<file path="src/rtl/hwpf_stride_sched.sv">
// rtl/hwpf_stride_sched.sv - round-robin scheduler sharing one HPDcache requester port among stride prefetch engines
// HPDCACHE_HWPF_SCHED_OUTREG_EN selects a one-entry output register stage; tid sits at REQ_TID_LSB / RSP_TID_LSB of the packed types.
module hwpf_stride_sched #(
  parameter int unsigned NUM_HW_PREFETCH = 4,
  parameter int unsigned TID_WIDTH       = 2,
  parameter int unsigned MAX_OUTSTANDING = 8,
  parameter int unsigned REQ_TID_LSB     = 0,
  parameter int unsigned RSP_TID_LSB     = 0,
  parameter type         hpdcache_req_t  = logic,
  parameter type         hpdcache_rsp_t  = logic
) (
  input  logic                       clk_i,
  input  logic                       rst_ni,
  input  logic [NUM_HW_PREFETCH-1:0] engine_req_valid_i,
  output logic [NUM_HW_PREFETCH-1:0] engine_req_ready_o,
  input  hpdcache_req_t              engine_req_i [NUM_HW_PREFETCH],
  output logic [NUM_HW_PREFETCH-1:0] engine_rsp_valid_o,
  output hpdcache_rsp_t              engine_rsp_o,
  output logic                       hpdcache_req_valid_o,
  input  logic                       hpdcache_req_ready_i,
  output hpdcache_req_t              hpdcache_req_o,
  input  logic                       hpdcache_rsp_valid_i,
  input  hpdcache_rsp_t              hpdcache_rsp_i,
  output logic [7:0]                 outstanding_o,
  output logic                       tid_err_o,
  output logic                       busy_o
);
  localparam int unsigned N     = NUM_HW_PREFETCH;
  localparam int unsigned IDX_W = $clog2(N);
  localparam int unsigned REQ_W = $bits(hpdcache_req_t);
  localparam int unsigned RSP_W = $bits(hpdcache_rsp_t);
  localparam logic [7:0]  MAX_OUT = 8'(MAX_OUTSTANDING);

  // The request types are opaque; tid is overwritten by bit position.
  function automatic hpdcache_req_t tag_req(input hpdcache_req_t req, input logic [IDX_W-1:0] idx);
    logic [REQ_W+TID_WIDTH-1:0] ext;
    ext = {{TID_WIDTH{1'b0}}, req};
    ext[REQ_TID_LSB +: TID_WIDTH] = TID_WIDTH'(idx);
    return hpdcache_req_t'(REQ_W'(ext));
  endfunction

  logic [IDX_W-1:0] rr_ptr_q, rr_ptr_d;
  logic [7:0]       outstanding_q, outstanding_d;
  logic             tid_err_q, tid_err_d;

  logic             rr_found;
  logic [IDX_W-1:0] rr_idx;
  logic             credit_ok;
  logic             grant_any;
  logic [IDX_W-1:0] grant_idx;
  logic             eng_hs;
  logic             req_valid;
  hpdcache_req_t    req_data;
  logic             ds_hs;

  always_comb begin
    logic [IDX_W-1:0] cand;
    rr_found = 1'b0;
    rr_idx   = '0;
    cand     = '0;
    for (int unsigned k = 0; k < N; k++) begin
      cand = IDX_W'((32'(rr_ptr_q) + k) % N);
      if (!rr_found && engine_req_valid_i[cand]) begin
        rr_found = 1'b1;
        rr_idx   = cand;
      end
    end
  end

`ifdef HPDCACHE_HWPF_SCHED_OUTREG_EN
  logic          stage_valid_q, stage_valid_d;
  hpdcache_req_t stage_req_q, stage_req_d;
  logic          load_en;

  // An occupied stage already owns a credit even though it has not handshaken yet.
  always_comb begin
    credit_ok     = (9'(outstanding_q) + 9'(stage_valid_q)) < 9'(MAX_OUTSTANDING);
    load_en       = !stage_valid_q || hpdcache_req_ready_i;
    grant_any     = credit_ok && rr_found;
    grant_idx     = rr_idx;
    eng_hs        = grant_any && load_en;
    stage_valid_d = stage_valid_q;
    stage_req_d   = stage_req_q;
    if (load_en) begin
      stage_valid_d = grant_any;
      if (grant_any) begin
        stage_req_d = tag_req(engine_req_i[grant_idx], grant_idx);
      end
    end
    req_valid = stage_valid_q;
    req_data  = stage_req_q;
  end

  always_ff @(posedge clk_i or negedge rst_ni) begin
    if (!rst_ni) begin
      stage_valid_q <= 1'b0;
      stage_req_q   <= '0;
    end else begin
      stage_valid_q <= stage_valid_d;
      stage_req_q   <= stage_req_d;
    end
  end
`else
  logic             lock_q, lock_d;
  logic [IDX_W-1:0] lock_idx_q, lock_idx_d;

  // A waiting request keeps its engine until the handshake, unless that engine withdraws.
  always_comb begin
    credit_ok = outstanding_q < MAX_OUT;
    grant_any = 1'b0;
    grant_idx = rr_idx;
    if (credit_ok) begin
      if (lock_q && engine_req_valid_i[lock_idx_q]) begin
        grant_any = 1'b1;
        grant_idx = lock_idx_q;
      end else if (rr_found) begin
        grant_any = 1'b1;
        grant_idx = rr_idx;
      end
    end
    eng_hs     = grant_any && hpdcache_req_ready_i;
    lock_d     = grant_any && !hpdcache_req_ready_i;
    lock_idx_d = grant_any ? grant_idx : lock_idx_q;
    req_valid  = grant_any;
    req_data   = tag_req(engine_req_i[grant_idx], grant_idx);
  end

  always_ff @(posedge clk_i or negedge rst_ni) begin
    if (!rst_ni) begin
      lock_q     <= 1'b0;
      lock_idx_q <= '0;
    end else begin
      lock_q     <= lock_d;
      lock_idx_q <= lock_idx_d;
    end
  end
`endif

  logic [RSP_W+TID_WIDTH-1:0] rsp_ext;
  logic [TID_WIDTH-1:0]       rsp_tid;
  logic                       rsp_tid_ok;

  always_comb begin
    rsp_ext    = {{TID_WIDTH{1'b0}}, hpdcache_rsp_i};
    rsp_tid    = TID_WIDTH'(rsp_ext >> RSP_TID_LSB);
    rsp_tid_ok = 32'(rsp_tid) < N;
    ds_hs      = req_valid && hpdcache_req_ready_i;
  end

  // Increment and decrement cancel; a lone response saturates at zero.
  always_comb begin
    outstanding_d = outstanding_q;
    if (ds_hs && !hpdcache_rsp_valid_i) begin
      outstanding_d = outstanding_q + 8'd1;
    end else if (!ds_hs && hpdcache_rsp_valid_i && (outstanding_q != 8'd0)) begin
      outstanding_d = outstanding_q - 8'd1;
    end
    tid_err_d = tid_err_q || (hpdcache_rsp_valid_i && !rsp_tid_ok);
    rr_ptr_d  = eng_hs ? IDX_W'((32'(grant_idx) + 1) % N) : rr_ptr_q;
  end

  always_ff @(posedge clk_i or negedge rst_ni) begin
    if (!rst_ni) begin
      rr_ptr_q      <= '0;
      outstanding_q <= '0;
      tid_err_q     <= 1'b0;
    end else begin
      rr_ptr_q      <= rr_ptr_d;
      outstanding_q <= outstanding_d;
      tid_err_q     <= tid_err_d;
    end
  end

  // Combinational outputs are forced low while reset is held.
  always_comb begin
    engine_req_ready_o = '0;
    engine_rsp_valid_o = '0;
    for (int unsigned i = 0; i < N; i++) begin
      engine_req_ready_o[i] = rst_ni && eng_hs && (32'(grant_idx) == i);
      engine_rsp_valid_o[i] = rst_ni && hpdcache_rsp_valid_i && (32'(rsp_tid) == i);
    end
    engine_rsp_o         = rst_ni ? hpdcache_rsp_i : '0;
    hpdcache_req_valid_o = rst_ni && req_valid;
    hpdcache_req_o       = rst_ni ? req_data : '0;
    outstanding_o        = outstanding_q;
    tid_err_o            = tid_err_q;
    busy_o               = rst_ni && ((|engine_req_valid_i) || req_valid || (outstanding_q != 8'd0));
  end

endmodule
</file>
<file path="config.mk">
export PLATFORM = sky130hd
export DESIGN_NAME = hwpf_stride_sched
export DESIGN_NICKNAME = d
export VERILOG_FILES = /design/src/rtl/hwpf_stride_sched.sv
export SDC_FILE = /design/constraint.sdc
export NUM_CORES = 1
export LEC_CHECK = 0
export ABC_AREA = 1
export CORE_ASPECT_RATIO = 0.75
export CORE_MARGIN = 4
export CORE_UTILIZATION = 53
export DETAILED_ROUTE_END_ITERATION = 10
export PLACE_DENSITY = 0.85
export SLEW_MARGIN = 20
export SYNTH_ARGS = -nofsm -noshare
export SYNTH_HDL_FRONTEND = slang
export SYNTH_SLANG_ARGS = --single-unit
</file>
<file path="constraint.sdc">
create_clock -name clk_i -period 4.5 [get_ports clk_i]
set_clock_uncertainty 0.15 [all_clocks]
set_input_delay 0.9 -clock clk_i [delete_from_list [all_inputs] [get_ports clk_i]]
set_output_delay 0.9 -clock clk_i [all_outputs]
set_load 0.02 [all_outputs]
</file>
==> flow_summary.yaml, run 1 <==
drt:
  drc: 0
  drt-initial-drc-count: 67
  first_pass_iters: 4
  drt-total-wl_um: 3195
  via_per_inst: 5.108
  vias: 1323
  antenna_left: 0
  wl_per_cell_um: 12.34
worst_hold_path:
  hp-class: "reg -> reg"
  holdPathEnd: "outstanding_o[6]"
  min_from: "outstanding_o[6]"
  min_path_cells: 2
global_routing:
  grt_max_degree: 16
  grt_pass1_vias: 1346
  grt_first_pass_wirelength_um: 5547
  antenna_found_initial: 0
  grtUsageTotal_pct: 20.85
  overflow: 0
worst_setup_path:
  reg2regPathDepth: 13
  regToRegSetupSlack_ps: 1840
  cp_max_fo: 4
  start_kind: "primary input"
  end_kind: "primary output"
  path_class: "in -> out"
  r2r_end: "outstanding_o[7]"
  timing.rr.start: "outstanding_o[7]"
  crit_required_ps: 3450
  cp.arrival_ps: 3260
yosys:
  synth.cell_area_um2: 1356
  synth_top_cell_by_area: "dfrtp_1"
  ys_seq_area_share_pct: 23.99
  syn_avg_cell_area_um2: 6.920
  ys_seq_elements: 13
  synthTopCellsByArea: "dfrtp_1 24%, nand2_1 14%, ha_1 10%, inv_1 8.0%, nand2_2 6.5%"
  yosysWarnings: 0
  ys_types: 29
  synth-async-reset-ratio_pct: 100.0
  syn_inst: 196
  synth_ff_type: "dfrtp_1"
  synth_edf_count: 0
  synth_top_area_share_pct: 23.99
place:
  port-buffer-count: 26
  hpwl_um: 2638
  gp_congestion: 0.8734
clocking:
  clk_path_buf_depth: 2
  cts_num_sinks: 13
  ctsHoldBuffers: 0
  root_buffer: "clkbuf_4"
  path_clk_slew_ps: 80
  worstSkewPairLatency_ps: 290
  cts-buffers-inserted: 3
  htreeDepth: 1
  tritoncts: "built"
final_layout:
  drive_gt1_share_pct: 16.89
  final_cell_mix: "51 x nand2_1, 29 x inv_1, 25 x clkdlybuf4s50_1"
  syn2layout_area_growth_pct: 23.06
  final_common_cell: "nand2_1"
  final_core_util_pct: 70.58
  antenna_cells: 0
  nets: 251
  fillers: 200
run:
  maxCapViolCount: 0
timing:
  setup_viol: 0
  timing.final.crit_period_ps: 4305
  finalMaxSlewViolations: 0
  min_period_over_period_pct: 95.67
  setup_tns_ps: 0
  hold_viol: 0
  timing.fmax_mhz: 232.3
  rsz0062_at_grt: "false"
floorplanning:
  initial_utilization_pct: 57.35
  core-area_um2: 2365
  ios: 34
  rows: 15
  die_h_um: 51.81
  die_w_um: 66.41
  die-area_um2: 3441
power:
  vdd_drop_max_mv: 0.4340
  cellPowerDensity_nw_per_um2: 710.5
  p_leak_nw: 0.8895
run_status:
  status: "complete, no violations"
-- Yosys cell counts (all sizes together), types with 2 or more instances --
| cell | n |
|---|---|
| nand2 | 67 |
| inv | 35 |
| nand3 | 20 |
| nor2 | 14 |
| dfrtp | 13 |
| ha | 11 |
| a21oi | 8 |
| o21ai | 8 |
| xor2 | 5 |
| buf | 4 |
| a31oi | 2 |
| nand3b | 2 |
| nand4 | 2 |
-- worst max-delay path, stage by stage --
cell	delay (ps)
clkdlybuf4s50_1	470
inv_1	100
nand2_1	70
nand3_1	140
nand2_2	100
nor2_4	160
nand3b_1	90
nand2_1	70
inv_1	40
nand2_1	60
nand2_2	80
inv_1	80
ha_1	150
inv_1	40
nor2_1	100
clkdlybuf4s50_1	620
-- per-layer routing --
layer	track usage (%)	routed length, um
met4	5.405	37
met1	25.74	1456
met3	5.184	218
met5	0	0
met2	36.24	1484
-- per-stage QoR --
| step | hold WS [ps] | total power [W] | cell area (um^2) | instances | worst slack, ps |
|---|---|---|---|---|---|
| detailed placement | 399.6 | 0.001102 | 1640 | 255 | 198.2 |
| CTS | 416.2 | 0.001183 | 1667 | 259 | 189.0 |
| global route | 457.9 | 0.001308 | 1669 | 259 | 45.03 |
| global placement | 388.7 | 0.001054 | 1640 | 255 | 301.1 |
| finish | 409.1 | 0.001186 | 1669 | 259 | 194.8 |
| floorplan | 364.7 | 0.0008730 | 1364 | 198 | 1327 |
-- how the worst max path moves through the flow --
stage / start / cells after the start / slack (ps) / to
global placement: engine_req_valid_i[3] / 15 / 300 / engine_req_ready_o[2]
global route: engine_req_valid_i[3] / 16 / 50 / engine_req_ready_o[1]
detailed placement: engine_req_valid_i[3] / 15 / 200 / engine_req_ready_o[0]
CTS: engine_req_valid_i[3] / 15 / 190 / engine_req_ready_o[0]
floorplan: engine_req_valid_i[3] / 14 / 1330 / engine_req_ready_o[0]
finish: engine_req_valid_i[3] / 16 / 190 / engine_req_ready_o[1]
-- kinds of logic after synthesis --
| group | Yosys count | share of synthesized area [%] |
|---|---|---|
| and+or+nand+nor | 107 | 40.68 |
| buffers and inverters | 39 | 12.55 |
| xor gates and xnor gates | 5 | 3.229 |
| DFF | 13 | 23.99 |
| adders and majority gates | 12 | 11.62 |
| AOI/OAI and AO/OA | 19 | 7.657 |
| other | 1 | 0.2765 |
-- cell type report --
cell class              instances  area (um^2)  share of cell area [%]
clock buffers                   4        26.28                   1.574
inverters                      35        136.4                   8.171
multi-input cells             146        868.3                   52.02
flip-flops and latches         13        325.3                   19.49
well taps                      34        42.54                   2.549
repair buffers                 27        270.3                   16.19
-- what timing repair did --
item	4_1_cts	5_1_grt
setup endpoints to repair	0	1
gates resized for setup	0	1
setup buffers	0	0
-- registers in the layout, summed over array words and instances, names as in the netlist --
| register | count |
|---|---|
| lock_q | 1 |
| lock_idx_q | 2 |
| rr_ptr_q | 2 |
| outstanding_o | 8 |
-- where the power goes --
group	internal, W	switching, W
clock	0.0000345	0.0000403
combinational	0.000337	0.000520
sequential	0.000172	0.0000822
Power figures use the tool's default switching activity.
==> run 2: changes to the inputs <==
--- a/config.mk
+++ b/config.mk
@@ -5,10 +5,9 @@
 export SDC_FILE = /design/constraint.sdc
 export NUM_CORES = 1
 export LEC_CHECK = 0
-export ABC_AREA = 1
 export CORE_ASPECT_RATIO = 0.75
 export CORE_MARGIN = 4
-export CORE_UTILIZATION = 53
+export CORE_UTILIZATION = 52
 export DETAILED_ROUTE_END_ITERATION = 10
 export PLACE_DENSITY = 0.85
 export SLEW_MARGIN = 20
==> flow_summary.yaml, run 2 <==
run_status:
  status: "complete, no violations"
global_routing:
  overflow: 0
  antenna_found_initial: 0
  grt_max_degree: 15
  grt_first_pass_wirelength_um: 4912
  grt_pass1_vias: 1080
  grtUsageTotal_pct: 19.07
drt:
  antenna_left: 0
  wl_per_cell_um: 13.60
  first_pass_iters: 4
  vias: 1156
  via_per_inst: 5.505
  drt-initial-drc-count: 79
  drc: 0
  drt-total-wl_um: 2856
final_layout:
  antenna_cells: 0
  multi_input_area_um2: 852.1
  drive_gt1_share_pct: 12.50
  final_cell_mix: "25 x clkdlybuf4s50_1, 15 x nor2_1, 13 x dfrtp_1"
  final_cells: 210
  seq_area_um2: 325.3
  final_common_cell: "clkdlybuf4s50_1"
  largest_reg_flops: 8
  fillers: 192
  fin_area_um2: 1603
  syn2layout_area_growth_pct: 27.97
  nets: 202
  final_core_util_pct: 70.00
timing:
  relSlewSlack_pct: 55.55
  setup_tns_ps: 0
  min_period_over_period_pct: 97.79
  setup_viol: 0
  finalMaxSlewViolations: 0
  timing.final.crit_period_ps: 4400
  worstMarginPinSlew_ps: 666.1
  timing.fmax_mhz: 227.3
  hold_viol: 0
clocking:
  clk_path_buf_depth: 2
  path_clk_slew_ps: 80
  cts-buffers-inserted: 3
  tritoncts: "built"
  htreeDepth: 1
  root_buffer: "clkbuf_4"
  worstSkewPairLatency_ps: 280
  cts_num_sinks: 13
yosys:
  ys_seq_elements: 13
  synthTopCellsByArea: "dfrtp_1 26%, ha_1 11%, nor2_1 4.5%, a21oi_1 4.0%, and2_1 4.0%"
  yosysMostFrequentCell: "nor2_1"
  ys_types: 47
  synth-async-reset-ratio_pct: 100.0
  synth_top_cell_by_area: "dfrtp_1"
  syn_avg_cell_area_um2: 8.758
  yosys-top-cells-count: "15 x nor2_1, 13 x dfrtp_1, 11 x ha_1"
  yosysWarnings: 0
  synth.cell_area_um2: 1252
  syn_inst: 143
  ys_seq_area_share_pct: 25.97
  synth_top_area_share_pct: 25.97
  synth_ff_type: "dfrtp_1"
  synth_edf_count: 0
run:
  maxCapViolCount: 0
floorplanning:
  die_w_um: 64.67
  initial_utilization_pct: 54.70
  core-area_um2: 2290
  ios: 34
  rows: 15
  die-area_um2: 3266
  die_h_um: 50.50
worst_setup_path:
  start_kind: "primary input"
  cp_slowest_cell: "mux4_2"
  crit_required_ps: 3450
  crit_path_cell_trace: "clkdlybuf4s50_1 > mux4_2 > a211oi_4 > nor2_1 > and3_1 > and2_1 > clkdlybuf4s50_1"
  cp.arrival_ps: 3350
  cpMostUsedCell: "clkdlybuf4s50_1"
  path_class: "in -> out"
  slowest_delay_ps: 540
  cp_max_fo: 7
  end_kind: "primary output"
power:
  cellPowerDensity_nw_per_um2: 613.0
  power_w: 0.0009826
  p_leak_nw: 0.6950
  vdd_drop_max_mv: 0.3757
place:
  place_area_um2: 1563
  place_inst: 205
  hpwl_um: 2270
  gp_congestion: 0.8588
  port-buffer-count: 26
worst_hold_path:
  hp-class: "reg -> reg"
run 2: changes by cell type after synthesis, sizes merged, moves of 4 or more:
cell   change
and2       +8
inv       -26
mux2i      +4
nand2     -58
nand3     -17
o21ai      -6
o22ai      +4
run 2: worst paths after layout:
check	cells after the start	end	slack (ps)	from
max	7	engine_req_ready_o[0]	100	engine_req_valid_i[1]
max in group asynchronous	2	rr_ptr_q[0]	2920	rst_ni
min in group asynchronous	1	lock_idx_q[1]	790	rst_ni
max reg2reg	11	outstanding_o[6]	940	rr_ptr_q[0]
min reg2reg	1	outstanding_o[2]	420	outstanding_o[2]
min	1	outstanding_o[2]	420	outstanding_o[2]
run 2: final cells by class:
type,count,area share (%)
sequential,13,20.30
tap,34,2.654
multi-input combinational,116,53.16
clock buffer,4,1.639
timing repair buffer,34,20.14
inverter,9,2.108
run 2: critical path, delay by kind of cell:
family	cells	cell delay [ps]
compound gates	1	350
buf+inv	2	1060
mux	1	540
simple gates	3	500
run 2: layer usage:
metal | global-route usage [%] | vias to the layer above | share of wire (%)
met5 | 0 | - | 0
met4 | 2.456 | 0 | 0
met3 | 6.488 | 0 | 6.3
met2 | 29.62 | 36 | 47
met1 | 26.39 | 554 | 47
li1 | - | 566 | -
run 2: repair_timing:
item	CTS	global route
gates resized for setup	0	2
endpoints found under the setup margin	0	3
buffers inserted	0	1
hold buffers	0	0
run 2: cells by family after synthesis:
logic type / Yosys count / synth area share [%]
AND/OR/NAND/NOR: 52 / 21.18
AO/OA/AOI/OAI: 37 / 22.18
buffers and inverters: 16 / 6.892
flip-flops: 13 / 25.97
adder cells (fa/ha/maj): 12 / 12.59
multiplexers: 7 / 6.793
XOR/XNOR: 5 / 4.097
other: 1 / 0.2994
run 2: power by group:
| group | internal [W] | switching [W] | leakage (nW) |
|---|---|---|---|
| logic | 0.000323 | 0.000322 | 0.521 |
| registers | 0.000173 | 0.0000900 | 0.159 |
| clock network | 0.0000344 | 0.0000396 | 0.0150 |
| total | 0.000531 | 0.000452 | 0.695 |
run 2: stage by stage:
step	hold slack (ps)	worst slack, ps
floorplan	367.6	857.1
global placement	389.5	169.5
detailed placement	397.2	120.6
CTS	413.3	113.2
global route	454.6	-9.796
finish	417.2	99.60
